`src/rtl/cisr_row_sched.sv`:
```
// Routes an in-order stream of row lengths to the channel that cisr_acc will free next.
// Define CISR_SCHED_TERM_EN to append one all-ones terminator per channel after the last row.
module cisr_row_sched #(
  parameter int channel_num     = 4,
  parameter int channel_num_log = 2,
  parameter int row_len_size    = 8,
  parameter int counter_size    = 8,
  parameter int row_id_size     = 8
) (
  input  logic                                clk,
  input  logic                                rst,
  input  logic                                start,
  input  logic [row_id_size-1:0]              num_rows,
  input  logic [row_len_size-1:0]             in_len_data,
  input  logic                                in_len_valid,
  output logic                                in_len_ready,
  output logic [row_len_size*channel_num-1:0] row_len_fifo_wdata,
  output logic [channel_num-1:0]              row_len_fifo_write,
  input  logic [channel_num-1:0]              row_len_fifo_full,
  output logic                                busy,
  output logic                                done,
  output logic [row_id_size-1:0]              rows_sent
);

`ifdef CISR_SCHED_TERM_EN
  typedef enum logic [1:0] {S_IDLE, S_RUN, S_TERM, S_DONE} state_t;
  localparam state_t S_TAIL = S_TERM;
  localparam logic [channel_num_log-1:0] LAST_CH = channel_num_log'(channel_num - 1);
  logic [channel_num_log-1:0] term_q, term_d;
`else
  typedef enum logic [1:0] {S_IDLE, S_RUN, S_DONE} state_t;
  localparam state_t S_TAIL = S_DONE;
`endif

  state_t                     state_q, state_d;
  logic [row_id_size-1:0]     num_rows_q, num_rows_d;
  logic [row_id_size-1:0]     rows_sent_q, rows_sent_d;
  logic [counter_size-1:0]    cnt_q [channel_num];
  logic [counter_size-1:0]    cnt_d [channel_num];
  logic [channel_num-1:0]     zero_vec;
  logic [channel_num_log-1:0] free_ch;
  logic [channel_num-1:0]     wr;
  logic [row_len_size-1:0]    wr_dat;

  // Descending scan so the lowest idle channel wins.
  always_comb begin
    zero_vec = '0;
    free_ch  = '0;
    for (int c = channel_num - 1; c >= 0; c--) begin
      if (cnt_q[c] == '0) begin
        zero_vec[c] = 1'b1;
        free_ch     = channel_num_log'(c);
      end
    end
  end

  always_comb begin
    state_d      = state_q;
    num_rows_d   = num_rows_q;
    rows_sent_d  = rows_sent_q;
    cnt_d        = cnt_q;
    wr           = '0;
    wr_dat       = in_len_data;
    in_len_ready = 1'b0;
`ifdef CISR_SCHED_TERM_EN
    term_d       = term_q;
`endif
    case (state_q)
      S_IDLE: begin
        if (start) begin
          num_rows_d  = num_rows;
          rows_sent_d = '0;
          for (int c = 0; c < channel_num; c++) cnt_d[c] = '0;
`ifdef CISR_SCHED_TERM_EN
          term_d      = '0;
`endif
          state_d     = (num_rows == '0) ? S_TAIL : S_RUN;
        end
      end
      S_RUN: begin
        if (|zero_vec) begin
          if (in_len_valid && !row_len_fifo_full[free_ch]) begin
            in_len_ready    = 1'b1;
            wr[free_ch]     = 1'b1;
            cnt_d[free_ch]  = counter_size'(in_len_data);
            rows_sent_d     = rows_sent_q + row_id_size'(1);
            if (rows_sent_d == num_rows_q) state_d = S_TAIL;
          end
        end else begin
          // Every channel is mid-row: advance all of them by one element slot.
          for (int c = 0; c < channel_num; c++) cnt_d[c] = cnt_q[c] - counter_size'(1);
        end
      end
`ifdef CISR_SCHED_TERM_EN
      S_TERM: begin
        wr_dat = '1;
        if (!row_len_fifo_full[term_q]) begin
          wr[term_q] = 1'b1;
          if (term_q == LAST_CH) state_d = S_DONE;
          else                   term_d  = term_q + channel_num_log'(1);
        end
      end
`endif
      S_DONE:  state_d = S_IDLE;
      default: state_d = S_IDLE;
    endcase
    if (rst) begin
      wr           = '0;
      in_len_ready = 1'b0;
    end
  end

  always_comb begin
    row_len_fifo_wdata = '0;
    for (int c = 0; c < channel_num; c++) begin
      if (wr[c]) row_len_fifo_wdata[c*row_len_size +: row_len_size] = wr_dat;
    end
  end

  assign row_len_fifo_write = wr;
`ifdef CISR_SCHED_TERM_EN
  assign busy = (state_q == S_RUN) || (state_q == S_TERM);
`else
  assign busy = (state_q == S_RUN);
`endif
  assign done      = (state_q == S_DONE);
  assign rows_sent = rows_sent_q;

  always_ff @(posedge clk) begin
    if (rst) begin
      state_q     <= S_IDLE;
      num_rows_q  <= '0;
      rows_sent_q <= '0;
      for (int c = 0; c < channel_num; c++) cnt_q[c] <= '0;
`ifdef CISR_SCHED_TERM_EN
      term_q      <= '0;
`endif
    end else begin
      state_q     <= state_d;
      num_rows_q  <= num_rows_d;
      rows_sent_q <= rows_sent_d;
      for (int c = 0; c < channel_num; c++) cnt_q[c] <= cnt_d[c];
`ifdef CISR_SCHED_TERM_EN
      term_q      <= term_d;
`endif
    end
  end

endmodule

```
`config.mk`:
```
export PLATFORM = sky130hd
export DESIGN_NAME = cisr_row_sched
export DESIGN_NICKNAME = d
export VERILOG_FILES = /design/src/rtl/cisr_row_sched.sv
export SDC_FILE = /design/constraint.sdc
export NUM_CORES = 1
export LEC_CHECK = 0
export ABC_AREA = 1
export ABC_CLOCK_PERIOD_IN_PS = 2800
export CORE_AREA = 2 2 87 89
export DETAILED_ROUTE_END_ITERATION = 8
export DIE_AREA = 0 0 89 91
export PLACE_DENSITY = 0.87
export SETUP_SLACK_MARGIN = 0.05
export SLEW_MARGIN = 20
export SYNTH_ARGS = -nofsm -noshare
export SYNTH_HDL_FRONTEND = slang
export SYNTH_SLANG_ARGS = --single-unit
```
`constraint.sdc`:
```
create_clock -name clk -period 2.8 [get_ports clk]
set_input_delay 0.56 -clock clk [delete_from_list [all_inputs] [get_ports clk]]
set_output_delay 0.56 -clock clk [all_outputs]
set_load 0.01 [all_outputs]
```
# After elaboration in Yosys (flattened, before gate mapping)
# Index checks and enable logic that the tools add are counted.
[op_classes]
n_addsub = 5
n_mul = 0
div_mod_pow = 0
order_cmp = 4
n_eq_ne = 8
n_shift = 0
muxes = 41
bitwise_logic = 1
n_reduce_logical = 16
[op_table]
columns = ["cell", "count"]
rows = [
  ["two-way mux 32 bit", 3],
  ["two-way mux 8 bit", 8],
  ["one-hot mux 32 bit (2 select lines)", 1],
  ["zero test 8 bit", 5],
  ["bitwise mux 32 bit", 1],
  ["subtractor 8 x 1 -> 8 bit (second input constant)", 4],
  ["two-way mux 2 bit", 9],
  ["demux 8 bit (select 2 bit)", 1],
  ["two-way mux 4 bit", 4],
  ["one-hot mux 8 bit (2 select lines)", 1],
  ["two-way mux 1 bit", 10],
  ["adder 8 x 1 -> 8 bit (second input constant)", 1],
  ["equality test 8 bit", 1],
  ["AND reduction 4 bit", 2],
  ["inequality test 2 x 1 -> 1 bit (second input constant)", 3],
  ["one-hot mux 2 bit (2 select lines)", 1],
  ["OR reduction 4 bit", 1],
  ["greater-or-equal comparator 3 bit (second input constant)", 1],
  ["logical AND 1 bit", 3],
  ["< comparator 2 x 3 -> 1 bit (second input constant)", 1],
  ["< comparator 3 x 1 -> 1 bit (second input constant)", 1],
  ["inequality test 3 x 2 -> 1 bit (second input constant)", 1],
  ["NOT 2 -> 3 bit", 1],
  ["AND reduction 3 bit", 1],
  ["10 further kinds", 10],
]
[word_totals]
ff_bits = 50
latch_bits = 0
ram_bits = 0
rom_bits = 0
n_memories = 0

# Longest topological paths before layout
# Gate-level depths: netlist of the first run.
[logic_depth]
word_depth = 14
mapped_depth = 15
depth_no_buf = 15

# Worst setup path after synthesis of the first run
# No wires, ideal clock.
[synth_path]
path_type = "register -> output"
start = "register cnt_q[8] (netlist name)"
end = "output row_len_fifo_wdata[16]"
arrival_time_ns = 1.909
required_ns = 2.240
path_slack_ns = 0.331
path_stages_with_launch = 13
path_buffers = 0
path_cell_list = "dfxtp_1 -> inv_1 -> ha_1 -> nand2_1 -> nor2_2 -> nor2_2 -> nand2_4 -> nor2_2 -> nor2_4 -> nand3_1 -> nor2_1 -> inv_1 -> nor2_1"
[synth_via]
elab_chain_cells = 13
word_cells_on_any_way = 20
classes_between = "order compare: 2; mux: 13; reduce/logical: 5"
[synth_rtl]
columns = ["element", "line_no", "text"]
rows = [
  ["start, declared", "38", "logic [counter_size-1:0] cnt_q [channel_num];"],
  ["zero test 8 bit (*)", "50", "if (cnt_q[c] == '0) begin"],
  ["two-way mux 2 bit (3 in series)", "50", ""],
  ["< comparator 2 x 3 -> 1 bit (implied by the code), or another cell as far along", "84", "wr[free_ch] = 1'b1;"],
  ["logical AND 1 bit (implied by the code) / two-way mux 1 bit (equally long branches)", "84, 82", ""],
  ["two-way mux 1 bit (implied by the code) / zero test 1 bit (equally long branches)", "84, 82", ""],
  ["demux 1 bit (select 2 bit) / logical AND 1 bit (equally long branches)", "84, 82", ""],
  ["two-way mux 4 bit", "82", "if (in_len_valid && !row_len_fifo_full[free_ch]) begin"],
  ["two-way mux 4 bit (*)", "81", "if (|zero_vec) begin"],
  ["two-way mux 4 bit (*)", "68", "case (state_q)"],
  ["two-way mux 4 bit (*)", "107", "if (rst) begin"],
  ["named net row_len_fifo_write[2]", "18", "output logic [channel_num-1:0] row_len_fifo_write,"],
  ["two-way mux 8 bit (*)", "116", "if (wr[c]) row_len_fifo_wdata[c*row_len_size +: row_len_size] = wr_dat;"],
  ["end, declared", "17", "output logic [row_len_size*channel_num-1:0] row_len_fifo_wdata,"],
]
# The timed path passes the listed nets; every way through them passes the cells marked *. The select of a mux whose other input is x is not followed.

# Final worst setup path of the first run
[layout_path]
start = "register cnt_q[0] (netlist name)"
end = "output row_len_fifo_wdata[25]"
[layout_via]
elab_chain_cells = 14
word_cells_on_any_way = 21
classes_between = "order compare: 2; mux: 14; reduce/logical: 5"
[layout_rtl]
columns = ["element", "line_no"]
rows = [
  ["zero test 8 bit (*)", "50"],
  ["two-way mux 2 bit (4 in series)", "50"],
  ["< comparator 2 x 3 -> 1 bit (implied by the code), or another cell as far along", "84"],
  ["logical AND 1 bit (implied by the code) / two-way mux 1 bit (equally long branches)", "84, 82"],
  ["two-way mux 1 bit (implied by the code) / zero test 1 bit (equally long branches)", "84, 82"],
  ["demux 1 bit (select 2 bit) / logical AND 1 bit (equally long branches)", "84, 82"],
  ["two-way mux 4 bit", "82"],
  ["two-way mux 4 bit (*)", "81"],
  ["two-way mux 4 bit (*)", "68"],
  ["two-way mux 4 bit (*)", "107"],
  ["two-way mux 8 bit (*)", "116"],
]
# Mark *: on every way between the ends. The rest lies on a longest branch, timed or not. The select of a mux whose other input is x is not followed.

==> metrics.txt, run 1 <==
top cell type's share of synthesized area 27.1%; H-tree levels 2; mapped cell area 3690 um2; Buffers on Ports 70; share of layout cells above drive strength 1 28.4%; Power per Cell Area 1310 nW/um2; Starting Density 51.7%; Final Power 6.85 mW; Worst Reg2Reg Path Length in Cells 14; final core occ 73.2%; DP HPWL 8.66 mm; global-route usage over all layers 32.4%; dominant cell type by area after synthesis dfxtp_1; Setup TNS -5.78 ns; crit-path max FO 8; area grow syn2layout 41.6%; hold path depth 2; first-pass GRT wire length 20.8 mm; Seq/Total Area, Yosys 27.1%; post-route ant nets 0; failing checks setup timing; Syn Nets 628; RSZ-0062 raised after global routing yes; largest net degree at the start of global routing 33; Post-Syn Instances 598; Yosys warnings 0; CTS tree yes; R2R setup slack 0.28 ns; top-level I/O count 71; die area 8100 um2; initial DRC count 604; Post-Place Cells 804; Clk pwr share 6.6%; hold_sp cnt_q[9]$_SDFFE_PP0P_; mean post-synth cell area 6.17 um2; Final Hold Viols 0; TritonRoute pass-1 iters 8; cts hold-fix bufs 0; status finished with violations; # clock sinks 50; vias in the first global route 4559; CP Class flip-flop to output pin; Leak 2.52 nW; via density per instance 5.86; # setup viols final 36; Row Count 31; Core Footprint 7140 um2; fillcell total 556; largest cells by area after synthesis dfxtp_1 27%, nand2_1 12%, nor2_1 12%; RePlAce Congestion 0.989; Routed WL 14.4 mm; Num CTS Buffers 5; GRT overflow 0; worst endpoint required time 2.24 ns; Hold Path Class flip-flop to flip-flop; antenna violations before repair 0; CTS Buffer Depth 2; critical path arrival 2.54 ns; minimum clock period 3.10 ns; switching power 3.59 mW; Yosys cell types 36; Clock Latency Late Sink 0.32 ns; Max Clock Freq 323 MHz; P_int 3.27 mW; switching part of the total 52.3%; sequential share of power 16.5%; peak supply drop 0.000487 V; Worst setup SP type flip-flop; max-cap violations 0; Die X 89 um; Design Area, Final 5230 um2; fin nets 765; DR vias 4895; Finished Layout Cells 835; hold endpoint cnt_q[9]$_SDFFE_PP0P_; Slew Limit Fails 0; r2r endpoint cnt_q[0]$_SDFFE_PP0P_; Tcrit/Tclk final 111%; placed cell area 4830 um2; clock skew 0.0103 ns; setup ws final -0.301 ns; max_slew headroom 29.1%; dpl ws -0.243 ns; Remaining DRCs 0; Critical Path End Type output pin; clk slew on worst S/H paths 0.10 ns; R2R Path Start cnt_q[1]$_SDFFE_PP0P_; combinational power share 76.9%; die height 91 um; diode count 0; flops & latches, synth 50; Worst-Margin Slew 1.06 ns; root buf cell clkbuf_8; final hold slack 0.479 ns; DR WL/cell 17.3 um
## timing repair
action,4_1_cts,5_1_grt
pin swaps,19,17
gates resized for setup,158,78
endpoints found under the setup margin,37,37
buffers inserted,18,7
## flip-flops by register name, indices dropped and copies added (netlist names)
name	flops
cnt_q	32
num_rows_q	8
rows_sent	8
state_q	2
## how the worst max path moves through the flow
| stage | from | endpoint | slack [ns] |
|---|---|---|---|
| floorplan | cnt_q[8]$_SDFFE_PP0P_ | row_len_fifo_wdata[16] | 0.33 |
| global placement | row_len_fifo_full[2] | row_len_fifo_wdata[26] | -0.13 |
| detailed placement | cnt_q[24]$_SDFFE_PP0P_ | row_len_fifo_wdata[5] | -0.24 |
| CTS | cnt_q[16]$_SDFFE_PP0P_ | row_len_fifo_wdata[2] | -0.06 |
| global route | cnt_q[16]$_SDFFE_PP0P_ | row_len_fifo_wdata[26] | -0.37 |
| finish | cnt_q[0]$_SDFFE_PP0P_ | row_len_fifo_wdata[25] | -0.30 |
## cells in the final DEF (no fill, tap or decap), types with 2 or more instances in the layout
cell type / count
a21oi_1: 51
a22oi_1: 9
a31oi_1: 3
buf_2: 29
buf_4: 68
buf_6: 15
clkbuf_2: 3
clkbuf_8: 5
clkdlybuf4s50_1: 33
dfxtp_1: 41
dfxtp_2: 9
ha_1: 2
ha_4: 3
inv_1: 59
inv_2: 8
inv_4: 3
nand2_1: 112
nand2_2: 11
nand2_4: 5
nand3_1: 52
nand3_2: 6
nand3_4: 4
nand3b_1: 2
nand4_1: 5
nor2_1: 99
nor2_2: 18
nor2_4: 13
nor3_1: 8
nor4_1: 2
o21ai_0: 14
o22ai_1: 5
o32ai_1: 2
xnor2_1: 5
xor2_1: 18
## cell usage after synthesis
| library cell | number |
|---|---|
| dfxtp_1 | 50 |
| buf_1 | 2 |
| o21a_1 | 1 |
| and2_1 | 1 |
| nand2_1 | 119 |
| nand4_1 | 5 |
| xor2_1 | 18 |
| o32ai_1 | 2 |
| a21oi_1 | 51 |
| and2_0 | 1 |
| buf_2 | 4 |
| nand3_2 | 4 |
| nand3b_1 | 2 |
| xnor2_1 | 5 |
| nor3_1 | 8 |
| a22oi_1 | 9 |
| nor2_4 | 6 |
| a31oi_1 | 3 |
| ha_1 | 6 |
| buf_6 | 4 |
| nand3_1 | 58 |
| nand2_4 | 3 |
| nor3_4 | 1 |
| o21ai_1 | 2 |
| o22ai_1 | 5 |
| nor4_1 | 3 |
| nor3b_1 | 1 |
| nand2_2 | 6 |
| nor2_2 | 6 |
| o21ai_0 | 14 |
| inv_2 | 2 |
| clkbuf_1 | 5 |
| buf_4 | 4 |
| nor2_1 | 118 |
| inv_1 | 68 |
| buf_8 | 1 |
## cell type report
cell class	count	area, um2	area share, %
sequential	50	1010	19.4
multi-input combinational	458	2530	48.5
clock buffer	6	72.6	1.39
clock inverter	2	13.8	0.263
timing repair buffer	150	1200	23.0
tap	99	124	2.37
inverter	70	270	5.17
## power groups by stage
stage / Sequential, mW / Clock (mW) / Combinational, mW
2_1_floorplan: 1.11 / 0 / 2.72
3_3_place_gp: 1.09 / 0 / 3.82
3_5_place_dp: 1.11 / 0 / 3.97
4_1_cts: 1.11 / 0.444 / 4.52
5_1_grt: 1.15 / 0.477 / 5.54
6_report: 1.13 / 0.451 / 5.27
## layer usage
layer,up-vias,track usage [%],wire length [um]
met2,380,55.5,6910
met5,-,0,0
li1,2192,-,-
met3,109,6.18,1450
met1,2214,36.3,5180
met4,0,19.4,859
## critical path: stages, from the launching register on
cell	delay [ns]
dfxtp_2	0.33
inv_1	0.11
ha_4	0.17
nor3b_2	0.20
nand2_1	0.13
nor2_2	0.17
nand2_4	0.07
buf_4	0.15
inv_1	0.11
nand3_4	0.11
nor2_4	0.25
inv_4	0.13
nor2_1	0.11
buf_2	0.14
## kinds of logic (layout without fill, tap and decap cells)
group | Yosys count | in the layout | synth area share [%]
xor gates and xnor gates | 23 | 23 | 5.46
buffers and inverters | 90 | 228 | 10.8
adders and majority gates | 6 | 6 | 2.03
DFF | 50 | 50 | 27.1
and+or+nand+nor | 342 | 342 | 41.6
AOI/OAI and AO/OA | 87 | 87 | 12.9
Note: power is estimated with default switching activity, not from simulation.
==> inputs of run 2 (changes only) <==
--- a/config.mk
+++ b/config.mk
@@ -7,9 +7,9 @@
 export LEC_CHECK = 0
 export ABC_AREA = 1
 export ABC_CLOCK_PERIOD_IN_PS = 2800
-export CORE_AREA = 2 2 87 89
+export CORE_AREA = 2 2 74 104
 export DETAILED_ROUTE_END_ITERATION = 8
-export DIE_AREA = 0 0 89 91
+export DIE_AREA = 0 0 76 106
 export PLACE_DENSITY = 0.87
 export SETUP_SLACK_MARGIN = 0.05
 export SLEW_MARGIN = 20
==> metrics.txt, run 2 (synthesis gave the netlist of run 1 again) <==
status finished with violations (unchanged); failing checks setup timing (unchanged); GRT overflow 0 (unchanged); Core Footprint 7180 um2 (was 7140 um2); RSZ-0062 raised after global routing yes (unchanged); post-route ant nets 0 (unchanged); max_slew headroom 62.9% (was 29.1%); CP max stage cell dfxtp_2 (unchanged); global-route usage over all layers 31.4% (was 32.4%); clk slew on worst S/H paths 0.10 ns (about the same); share of layout cells above drive strength 1 29.9% (was 28.4%); DR WL/cell 16.3 um (was 17.3 um); Row Count 37 (was 31); first-pass GRT wire length 20.8 mm (about the same); Register Area 1010 um2 (about the same); Remaining DRCs 0 (unchanged); vias in the first global route 4602 (was 4559); clock skew 0.0166 ns (was 0.0103 ns); H-tree levels 2 (unchanged); multi-input logic area 2590 um2 (was 2530 um2); fillcell total 500 (was 556); Hold Path Class flip-flop to flip-flop (unchanged); # clock sinks 50 (unchanged); Final Hold Viols 0 (unchanged); cts hold-fix bufs 0 (unchanged); Starting Density 51.5% (was 51.7%); Power per Cell Area 1270 nW/um2 (was 1310 nW/um2); final core occ 74.6% (was 73.2%); max reg flops 32 (unchanged); crit-path max FO 13 (was 8); TritonRoute pass-1 iters 5 (was 8); Worst setup SP type flip-flop (unchanged); Final Power 6.81 mW (was 6.85 mW); diode count 0 (unchanged); Slew Limit Fails 0 (unchanged); leading cell types in the layout, fill and taps excluded 109 x nand2_1, 97 x nor2_1, 82 x buf_4 (was 112 x nand2_1, 99 x nor2_1, 68 x buf_4); CTS Buffer Depth 2 (unchanged); setup ws final -0.132 ns (was -0.301 ns); die height 106 um (was 91 um); top-level I/O count 71 (unchanged); Worst-Margin Slew 0.555 ns (was 1.06 ns); max-cap violations 0 (unchanged); largest net degree at the start of global routing 24 (was 33); DP HPWL 8.83 mm (was 8.66 mm); root buf cell clkbuf_8 (unchanged); Die X 76 um (was 89 um); antenna violations before repair 0 (unchanged); Max Clock Freq 341 MHz (was 323 MHz); Num CTS Buffers 5 (unchanged); initial DRC count 582 (was 604); CP Class flip-flop to flip-flop (was flip-flop to output pin); CTS tree yes (unchanged); area grow syn2layout 45.0% (was 41.6%); critical path arrival 3.18 ns (was 2.54 ns); Leak 2.56 nW (was 2.52 nW); Buffers on Ports 70 (unchanged); RePlAce Congestion 0.899 (was 0.989); Critical Path End Type flip-flop (was output pin); die area 8060 um2 (was 8100 um2); most frequent CP cell buf_4 (was inv_1); DR vias 4851 (was 4895); Clock Latency Late Sink 0.32 ns (about the same); Reg with most FFs cnt_q (unchanged); most common cell after layout, fill and taps aside nand2_1 (unchanged); Routed WL 13.7 mm (was 14.4 mm); peak supply drop 0.000613 V (was 0.000487 V); minimum clock period 2.93 ns (was 3.10 ns); via density per instance 5.78 (was 5.86); Tcrit/Tclk final 105% (was 111%); # setup viols final 26 (was 36); Max stage delay on crit path 0.33 ns (about the same); worst path cell trace inv_2, ha_4, nor3b_4, nand2_2, buf_6, nand2_4, nand2_4, nand3_4, nand3_2, buf_4, buf_4, buf_4, buf_4, buf_4, buf_4, buf_4, nand2_8, nand2_2, nand2_1, nand2_1, nor2_1 (was inv_1, ha_4, nor3b_2, nand2_1, nor2_2, nand2_4, buf_4, inv_1, nand3_4, nor2_4, inv_4, nor2_1, buf_2); worst endpoint required time 3.05 ns (was 2.24 ns); fin nets 772 (was 765)
[run 2: where the power goes]
part	total (mW)	leakage, nW	switching [mW]	internal (mW)
combinational	5.18	2.09	3.01	2.18
clock	0.511	0.0575	0.260	0.250
sequential	1.11	0.413	0.173	0.940
[run 2: layout make-up]
type	instances	area share (%)
clock buffers	8	2.06
inverters	70	5.14
multi-input cells	458	48.5
flip-flops and latches	50	18.9
well taps	97	2.27
repair buffers	157	23.2
[run 2: worst paths after layout]
check | start | end | slack, ns | cells after the start
hold / removal | num_rows_q[4]$_SDFFE_PP0P_ | num_rows_q[4]$_SDFFE_PP0P_ | 0.48 | 2
hold reg to reg | num_rows_q[4]$_SDFFE_PP0P_ | num_rows_q[4]$_SDFFE_PP0P_ | 0.48 | 2
setup / recovery | cnt_q[0]$_SDFFE_PP0P_ | cnt_q[8]$_SDFFE_PP0P_ | -0.13 | 21
setup reg to reg | cnt_q[0]$_SDFFE_PP0P_ | cnt_q[8]$_SDFFE_PP0P_ | -0.13 | 21
[run 2: critical path: cells and delay by family, from the launching register on]
family	cells	cell delay, ns
simple gates	11	1.21
flops	1	0.33
buf+inv	9	1.14
fa+ha+maj	1	0.16
[run 2: metrics by stage]
step | setup slack, ns | cells | cell area (um2) | hold WS, ns | TNS [ns]
finish | -0.132 | 840 | 5350 | 0.483 | -2.14
global route | -0.213 | 840 | 5350 | 0.515 | -5.08
CTS | -0.0118 | 835 | 5150 | 0.480 | -0.0455
detailed placement | -0.240 | 811 | 4880 | 0.467 | -6.48
global placement | -0.205 | 811 | 4880 | 0.450 | -5.53
floorplan | 0.331 | 598 | 3690 | 0.441 | 0
[run 2: what timing repair did]
action                     4_1_cts  5_1_grt
resized for setup              195       53
pin swaps                       26       11
setup endpoints to repair       37       45
setup buffers                   17        6
[run 2: metal layers]
metal	vias to the layer above	track usage, %	share of wire (%)
met1	2236	32.8	35
met5	-	0	0
met2	315	60.1	51
met4	0	15.8	5.7
li1	2211	-	-
met3	89	5.18	8.4
==> RTL edit: new RTL, flow settings as in run 1 <==
Add a define of `CISR_SCHED_TERM_EN`.
--- a/src/rtl/cisr_row_sched.sv
+++ b/src/rtl/cisr_row_sched.sv
@@ -1,5 +1,7 @@
 // Routes an in-order stream of row lengths to the channel that cisr_acc will free next.
 // Define CISR_SCHED_TERM_EN to append one all-ones terminator per channel after the last row.
+`define CISR_SCHED_TERM_EN
+
 module cisr_row_sched #(
   parameter int channel_num     = 4,
   parameter int channel_num_log = 2,
Behaviour: not the same (a bounded check fails within 4 cycles, from zero or initial values and one cycle with rst high).
==> RTL edit against run 1 <==
  * The run still ends with negative setup slack left
  * Final area increased by 7.3%
  * First-iteration DRC count is 4.3% lower
  * Die area did not move
  * Sequential cell count up 2
  * Critical endpoint is now row_len_fifo_wdata[1]
  * Total power fell by 16%
  * Area after synthesis increased by 6.7%
  * Routed wire length fell by 2.9%
  * Sequential power is 6% lower
  * Worst setup slack better by 0.19 ns
==> RTL edit: results <==
export IMPL_reg2regPathDepth=15
export IMPL_globalRouteMet2Util_pct=56.5
export IMPL_drive_above_1_share_pct=29.7
export IMPL_p_sw_share_pct=50.6
export IMPL_drt_wl_total_mm=14.0
export IMPL_p_switching_w=0.00293
export IMPL_timing_hold_ws_ns=0.479
export IMPL_netlist_top_cells_count="139 x nor2_1, 136 x nand2_1, 72 x inv_1"
export IMPL_regToRegEndpoint="state_q[1]"
export IMPL_grt_pass1_wl_mm=22.0
export IMPL_hp_start="num_rows_q[6]"
export IMPL_cp_endpoint="row_len_fifo_wdata[1]"
export IMPL_wire_per_inst_um=15.6
export IMPL_layout_setup_ws_ns=-0.113
export IMPL_synth_fp_nets=688
export IMPL_skew_ns=0.00792
export IMPL_outcome="finished, violations left"
export IMPL_dp_cells=872
export IMPL_nNetsFinal=833
export IMPL_dr_wl_met2_mm=6.65
export IMPL_startpoint="cnt_q[15]"
export IMPL_dr_pass1_iters=5
export IMPL_antenna_found_initial=0
export IMPL_synth_fa_ha_area_share_pct=4.76
export IMPL_crit_arrival_ns=2.35
export IMPL_grt_usage_pct=33.8
export IMPL_ys_types=33
export IMPL_crit_slowest_cell="dfxtp_1"
export IMPL_synth_seq_area_share_pct=26.4
export IMPL_place_ws_ns=-0.437
export IMPL_grt_max_degree=48
export IMPL_power_leakage_nw=2.76
export IMPL_finalSetupViolCount=32
export IMPL_synth_avg_cell_area_um2=6.07
export IMPL_holdPathEnd="num_rows_q[6]"
export IMPL_violations="negative setup slack"
export IMPL_vias=5083
export IMPL_r2r_setup_slack_ns=0.25
export IMPL_gr_usage_met3_pct=6.36
export IMPL_synth_seq_cells=52
export IMPL_place_congestion=0.954
export IMPL_dp_hpwl_mm=9.19
export IMPL_wl_met3_mm=1.38
export IMPL_worst_pin_slew_ns=0.504
export IMPL_place_area_um2=5220
export IMPL_synth_xor_area_share_pct=4.67
export IMPL_synth_compound_area_share_pct=15.0
RTL edit: logic make-up (layout without fill, tap and decap cells):
logic type / Yosys count / after routing
fa+ha+maj: 15 / 15
compound gates: 106 / 106
simple gates: 360 / 362
xor+xnor: 21 / 21
flops: 52 / 52
buf+inv: 95 / 239
RTL edit: layout make-up:
class,instances,area [µm²]
fillers,460,1530
inverters,75,300
well taps,99,124
repair buffers,156,1210
clock buffers,5,68.8
multi-input cells,504,2810
clock inverters,3,42.5
flip-flops and latches,52,1050
RTL edit: repair_timing:
action,4_1_cts,5_1_grt
pin swaps,37,22
resized for setup,213,53
gates cloned,2,0
setup endpoints to repair,37,46
buffers inserted,7,6
RTL edit: power groups by stage:
stage	registers [W]	clock network, W	logic (W)
after floorplan	0.00105	0	0.00227
after global placement	0.00103	0	0.00330
after detailed placement	0.00104	0	0.00341
after CTS	0.00104	0.000533	0.00372
after global routing	0.00108	0.000566	0.00452
final	0.00106	0.000539	0.00418
